$ cat src/rtl/down_count_timer_if.sv
// Control and status bundle for down_count_timer.
interface down_count_timer_if #(
    parameter int unsigned WIDTH = 20
);
    logic             load;
    logic [WIDTH-1:0] load_value;
    logic             start;
    logic             stop;
    logic             periodic;
    logic [WIDTH-1:0] out;
    logic             running;
    logic             tick;
    logic             done;

    modport master (
        output load, load_value, start, stop, periodic,
        input  out, running, tick, done
    );

    modport slave (
        input  load, load_value, start, stop, periodic,
        output out, running, tick, done
    );
endinterface

$ cat src/rtl/down_count_timer.sv
// Programmable down-counting timer with one-shot and auto-reload modes.
// Emits a one-cycle tick after each terminal count.
module down_count_timer #(
    parameter int unsigned WIDTH = 20
) (
    input  logic              clk,
    input  logic              rst,
    down_count_timer_if.slave bus
);
    typedef enum logic [1:0] {
        IDLE = 2'd0,
        RUN  = 2'd1,
        DONE = 2'd2
    } state_t;

    state_t           state, state_n;
    logic [WIDTH-1:0] count, count_n;
    logic [WIDTH-1:0] reload, reload_n;
    logic             tick_q, tick_n;
    logic             running_q, done_q;

    // State and registered outputs; status flags follow the next state.
    always_ff @(posedge clk or posedge rst) begin
        if (rst) begin
            state     <= IDLE;
            count     <= '0;
            reload    <= '0;
            tick_q    <= 1'b0;
            running_q <= 1'b0;
            done_q    <= 1'b0;
        end else begin
            state     <= state_n;
            count     <= count_n;
            reload    <= reload_n;
            tick_q    <= tick_n;
            running_q <= (state_n == RUN);
            done_q    <= (state_n == DONE);
        end
    end

    // Next-state: load beats stop, stop beats start/counting.
    always_comb begin
        state_n  = state;
        count_n  = count;
        reload_n = reload;
        tick_n   = 1'b0;

        if (bus.load) begin
            count_n  = bus.load_value;
            reload_n = bus.load_value;
            if (state == RUN) begin
                state_n = (bus.stop || bus.load_value == '0) ? IDLE : RUN;
            end else begin
                state_n = (bus.start && !bus.stop && bus.load_value != '0) ? RUN : IDLE;
            end
        end else if (bus.stop) begin
            if (state == RUN) begin
                state_n = IDLE;
            end
        end else begin
            case (state)
                IDLE, DONE: begin
                    if (bus.start) begin
                        if (count != '0) begin
                            state_n = RUN;
                        end else if (reload != '0) begin
                            count_n = reload;
                            state_n = RUN;
                        end
                    end
                end
                RUN: begin
                    if (count > WIDTH'(1)) begin
                        count_n = count - WIDTH'(1);
                    end else if (count == WIDTH'(1)) begin
                        tick_n = 1'b1;
                        if (bus.periodic) begin
                            count_n = reload;
                        end else begin
                            count_n = '0;
                            state_n = DONE;
                        end
                    end else begin
                        // Zero is never decremented; park rather than underflow.
                        state_n = IDLE;
                    end
                end
                default: state_n = IDLE;
            endcase
        end
    end

    assign bus.out     = count;
    assign bus.running = running_q;
    assign bus.tick    = tick_q;
    assign bus.done    = done_q;
endmodule

$ cat src/flat_wrapper.sv
// flat-port wrapper written by rule: the top's interface ports become plain ports
module down_count_timer_flat 
#(
    parameter int unsigned WIDTH = 20
)
  (clk, rst, bus_load, bus_load_value, bus_start, bus_stop, bus_periodic, bus_out, bus_running, bus_tick, bus_done);
  down_count_timer_if #(.WIDTH(WIDTH)) bus_i ();
  input  logic clk;
  input  logic rst;
  input wire logic [$bits(bus_i.load)-1:0] bus_load;
  input wire logic [$bits(bus_i.load_value)-1:0] bus_load_value;
  input wire logic [$bits(bus_i.start)-1:0] bus_start;
  input wire logic [$bits(bus_i.stop)-1:0] bus_stop;
  input wire logic [$bits(bus_i.periodic)-1:0] bus_periodic;
  output wire logic [$bits(bus_i.out)-1:0] bus_out;
  output wire logic [$bits(bus_i.running)-1:0] bus_running;
  output wire logic [$bits(bus_i.tick)-1:0] bus_tick;
  output wire logic [$bits(bus_i.done)-1:0] bus_done;
  assign bus_i.load = bus_load;
  assign bus_i.load_value = bus_load_value;
  assign bus_i.start = bus_start;
  assign bus_i.stop = bus_stop;
  assign bus_i.periodic = bus_periodic;
  assign bus_out = bus_i.out;
  assign bus_running = bus_i.running;
  assign bus_tick = bus_i.tick;
  assign bus_done = bus_i.done;
  down_count_timer #(.WIDTH(WIDTH)) u_core (.clk(clk), .rst(rst), .bus(bus_i));
endmodule
$ cat config.mk
export PLATFORM = sky130hd
export DESIGN_NAME = down_count_timer_flat
export DESIGN_NICKNAME = d
export VERILOG_FILES = /design/src/rtl/down_count_timer_if.sv /design/src/rtl/down_count_timer.sv /design/src/flat_wrapper.sv
export SDC_FILE = /design/constraint.sdc
export NUM_CORES = 1
export LEC_CHECK = 0
export CAP_MARGIN = 20
export CORE_MARGIN = 1.5
export CORE_UTILIZATION = 47
export DETAILED_ROUTE_END_ITERATION = 8
export GPL_TIMING_DRIVEN = 0
export PLACE_DENSITY = 0.79
export SYNTH_ARGS = -nofsm -noshare
export SYNTH_HDL_FRONTEND = slang
export SYNTH_SLANG_ARGS = --single-unit
$ cat constraint.sdc
create_clock -name clk -period 2.65 [get_ports clk]
set_input_delay 0.3975 -clock clk [delete_from_list [all_inputs] [get_ports clk]]
set_output_delay 0.3975 -clock clk [all_outputs]
set_load 0.005 [all_outputs]
==> results.ini <==
[worst_hold_path]
holdCritStartpoint=u_core.reload[9]$_DFFE_PP0P_
holdPathEnd=u_core.reload[9]$_DFFE_PP0P_
hold-path-cell-count=1
hold_path_class=flop to flop

[cells_and_area]
area_growth_pct=29.3
num_antenna_cells=0
final_nets=384
regArea_um2=1130
num-fill-cells=481
multiInputGateArea_um2=1410
post_route_cells_drive_above_1_share_pct=14.9

[worst_setup_path]
cp.required_ns=2.83
crit_slowest_cell=or4_4
cp_data_arrival_time_ns=2.78
critPathLaunchType=flop
worst-path-buf-inv=2
worstSetupPathType=flop to flop
path_delay_family=simple AND/OR/NAND/NOR gates
critPathMaxStageDelay_ns=0.57
r2r_cells=8
path_max_fanout=10
rr_endpoint=u_core.bus.out[12]$_DFFE_PP0P_
r2r_slack_ns=0.05
path_cells=or4_4 > nor4_4 > buf_4 > nand3_1 > o31ai_2 > clkbuf_4 > o211ai_1 > a22o_1
endpoint_kind=flop
rr_startpoint=u_core.bus.out[18]$_DFFE_PP0P_

[power_and_ir_drop]
ir_worst_vdd_uv=278
total_power_mw=1.91
p_per_area_nw_per_um2=558
p_leak_nw=1.37

[clocking]
cts_root_buf=clkbuf_8
clk_pin_slew_ns=0.08
cts_inserted_buffers=5
ctsHtreeMaxLevel=2
clock_latency_ns=0.30
cts_tree=built
clk_path_buf_depth=2
clock-sinks=45

[sta]
post-route-period-util_pct=98.2
skew_ns=0.00572
finalHoldViolCount=0
fmax_mhz=384
slew_violations=0
slew_headroom_pct=39.8
tightest_slew_ns=0.902
min_period_ns=2.60
postLayoutSetupSlackWorst_ns=0.0468
setup_viol=0

[synthesis]
ys_types=51
syn-num-nets=322
seq_area_frac_synth_pct=42.4
synth_edf_count=0
ys_seq_elements=45
synth_async_sr_flop_share_pct=100
syn_area_um2=2650
ys_warn_count=0
syn_area_per_cell_um2=9.06
synthFlopType=dfrtp_1
synth_cells=293

[die]
fp-row-count=27
fp.dieW_um=78.1
start_util_pct=48.5
dieArea_um2=6110
coreArea_um2=5470
fp.dieH_um=78.1
io_pins=49

[grt]
antenna_found_initial=0
grt_pass1_wl_mm=12.4
gr-total-overflow=0
grt_pass1_vias=2526
grt_util_all_layers_pct=26.5
grt_max_degree=46

[route]
drc=0
avgRoutedWirePerCell_um=19.0
detail-route-antenna-nets=0
dr.pass1.iters=5
vias=2700
detail_route.iter0.violations=224
drt_wl_total_mm=8.12
routed_via_density=6.32

[place]
gp_congestion=0.944
port_buffers=48
dp_hpwl_mm=5.86
pre_cts_slack_ns=-0.434

[flow_run]
drv_cap=0

[run_status]
status=finished clean

-- area by class of cell --
| class | count | area share [%] |
|---|---|---|
| Buffer | 12 | 2.11 |
| Inverter | 26 | 2.84 |
| Tap cell | 72 | 2.62 |
| Clock buffer | 7 | 2.52 |
| Sequential cell | 45 | 32.9 |
| Timing Repair Buffer | 57 | 16.0 |
| Multi-Input combinational cell | 208 | 41.0 |
-- flip-flops by register name, summed over array words and instances (netlist names) --
name / cells
u_core.bus.tick: 1
u_core.bus.running: 1
u_core.state: 2
u_core.bus.done: 1
u_core.reload: 20
u_core.bus.out: 20
-- per-layer routing --
layer	up-vias	routed length, um	global-route usage, %
met3	15	529	3.95
met1	1320	3490	34.9
met4	0	184	9.64
met5	-	0	0
li1	1231	-	-
met2	134	3910	44.2
-- timing repair --
action | CTS | global route
hold buffers | 0 | 0
pin swaps | 1 | 6
setup buffers | 1 | 8
endpoints found under the setup margin | 21 | 22
hold endpoints to repair | 0 | 0
resized for setup | 5 | 15
-- layout by cell type (no fill, tap or decap), types with 3 or more instances in the layout --
cell type / n
ha_1: 3
a21oi_1: 6
clkdlybuf4s50_1: 48
a211oi_1: 5
nand3_1: 9
buf_4: 9
clkbuf_8: 6
or4_4: 3
inv_1: 25
nand4_1: 3
o22ai_1: 5
o211ai_1: 12
dfrtp_1: 43
nor2_4: 3
a31oi_1: 4
nor3_1: 13
a22o_1: 5
nand2_1: 27
mux2_2: 9
buf_2: 3
clkbuf_1: 5
a22oi_1: 3
nor2_1: 19
nor4_1: 18
o2bb2ai_1: 8
o21ai_0: 15
-- synth_stat cells, types with 3 or more instances --
| library cell | number | area share [%] |
|---|---|---|
| a21boi_0 | 3 | 0.85 |
| ha_1 | 3 | 1.4 |
| a21oi_1 | 6 | 1.1 |
| a22oi_1 | 3 | 0.85 |
| a22o_1 | 5 | 1.7 |
| o21ai_0 | 15 | 2.8 |
| o22ai_1 | 5 | 1.2 |
| o211ai_1 | 12 | 3.4 |
| nor2_1 | 20 | 2.8 |
| nor4_1 | 19 | 4.5 |
| clkbuf_1 | 7 | 0.99 |
| nor3_1 | 13 | 2.5 |
| or4_1 | 3 | 0.85 |
| dfrtp_1 | 45 | 42 |
| mux2_2 | 10 | 4.2 |
| buf_2 | 5 | 0.94 |
| inv_1 | 26 | 3.7 |
| nand3_1 | 9 | 1.7 |
| o2bb2ai_1 | 8 | 2.6 |
| nand2_1 | 27 | 3.8 |
| nand4_1 | 3 | 0.71 |
| a31oi_1 | 4 | 0.94 |
| a211oi_1 | 6 | 1.7 |
-- worst max path at each step --
stage,startpoint,to,slack (ns),cells past startpoint
after floorplan,u_core.bus.out[8]$_DFFE_PP0P_,u_core.bus.out[1]$_DFFE_PP0P_,0.04,8
after global placement,bus_load,u_core.bus.out[10]$_DFFE_PP0P_,-0.36,8
after detailed placement,bus_load,u_core.bus.out[10]$_DFFE_PP0P_,-0.43,8
after CTS,u_core.bus.out[5]$_DFFE_PP0P_,u_core.bus.out[2]$_DFFE_PP0P_,0.009,7
after global routing,u_core.bus.out[18]$_DFFE_PP0P_,u_core.bus.out[12]$_DFFE_PP0P_,-0.02,9
final,u_core.bus.out[18]$_DFFE_PP0P_,u_core.bus.out[12]$_DFFE_PP0P_,0.05,8
-- metrics by stage --
stage          utilization, %  hold WS [ns]  cells  TNS, ns  instance area (um^2)
6_report                 62.7         0.540    427        0                  3430
5_1_grt                  62.7         0.575    427  -0.0588                  3430
4_1_cts                  60.8         0.542    420        0                  3330
3_5_place_dp             58.9         0.524    413    -3.03                  3220
3_3_place_gp             58.9         0.509    413    -2.59                  3220
2_1_floorplan               -         0.498    293        0                  2650
-- where the power goes --
part           leakage [nW]  switching [mW]  total, mW  internal, mW
Sequential            0.549           0.111      0.885         0.774
Combinational         0.773           0.300      0.600         0.300
Clock                0.0443           0.222      0.429         0.207
Total                  1.37           0.633       1.91          1.28
-- cells by family (layout without fill, tap and decap cells) --
logic type / Yosys count / count (layout) / share of synthesized area, %
compound gates: 85 / 85 / 23.3
simple gates: 109 / 109 / 21.7
fa+ha+maj: 3 / 3 / 1.41
buf+inv: 40 / 102 / 6.46
flops: 45 / 45 / 42.4
mux: 11 / 11 / 4.62
Note: power is estimated with default switching activity, not from simulation.
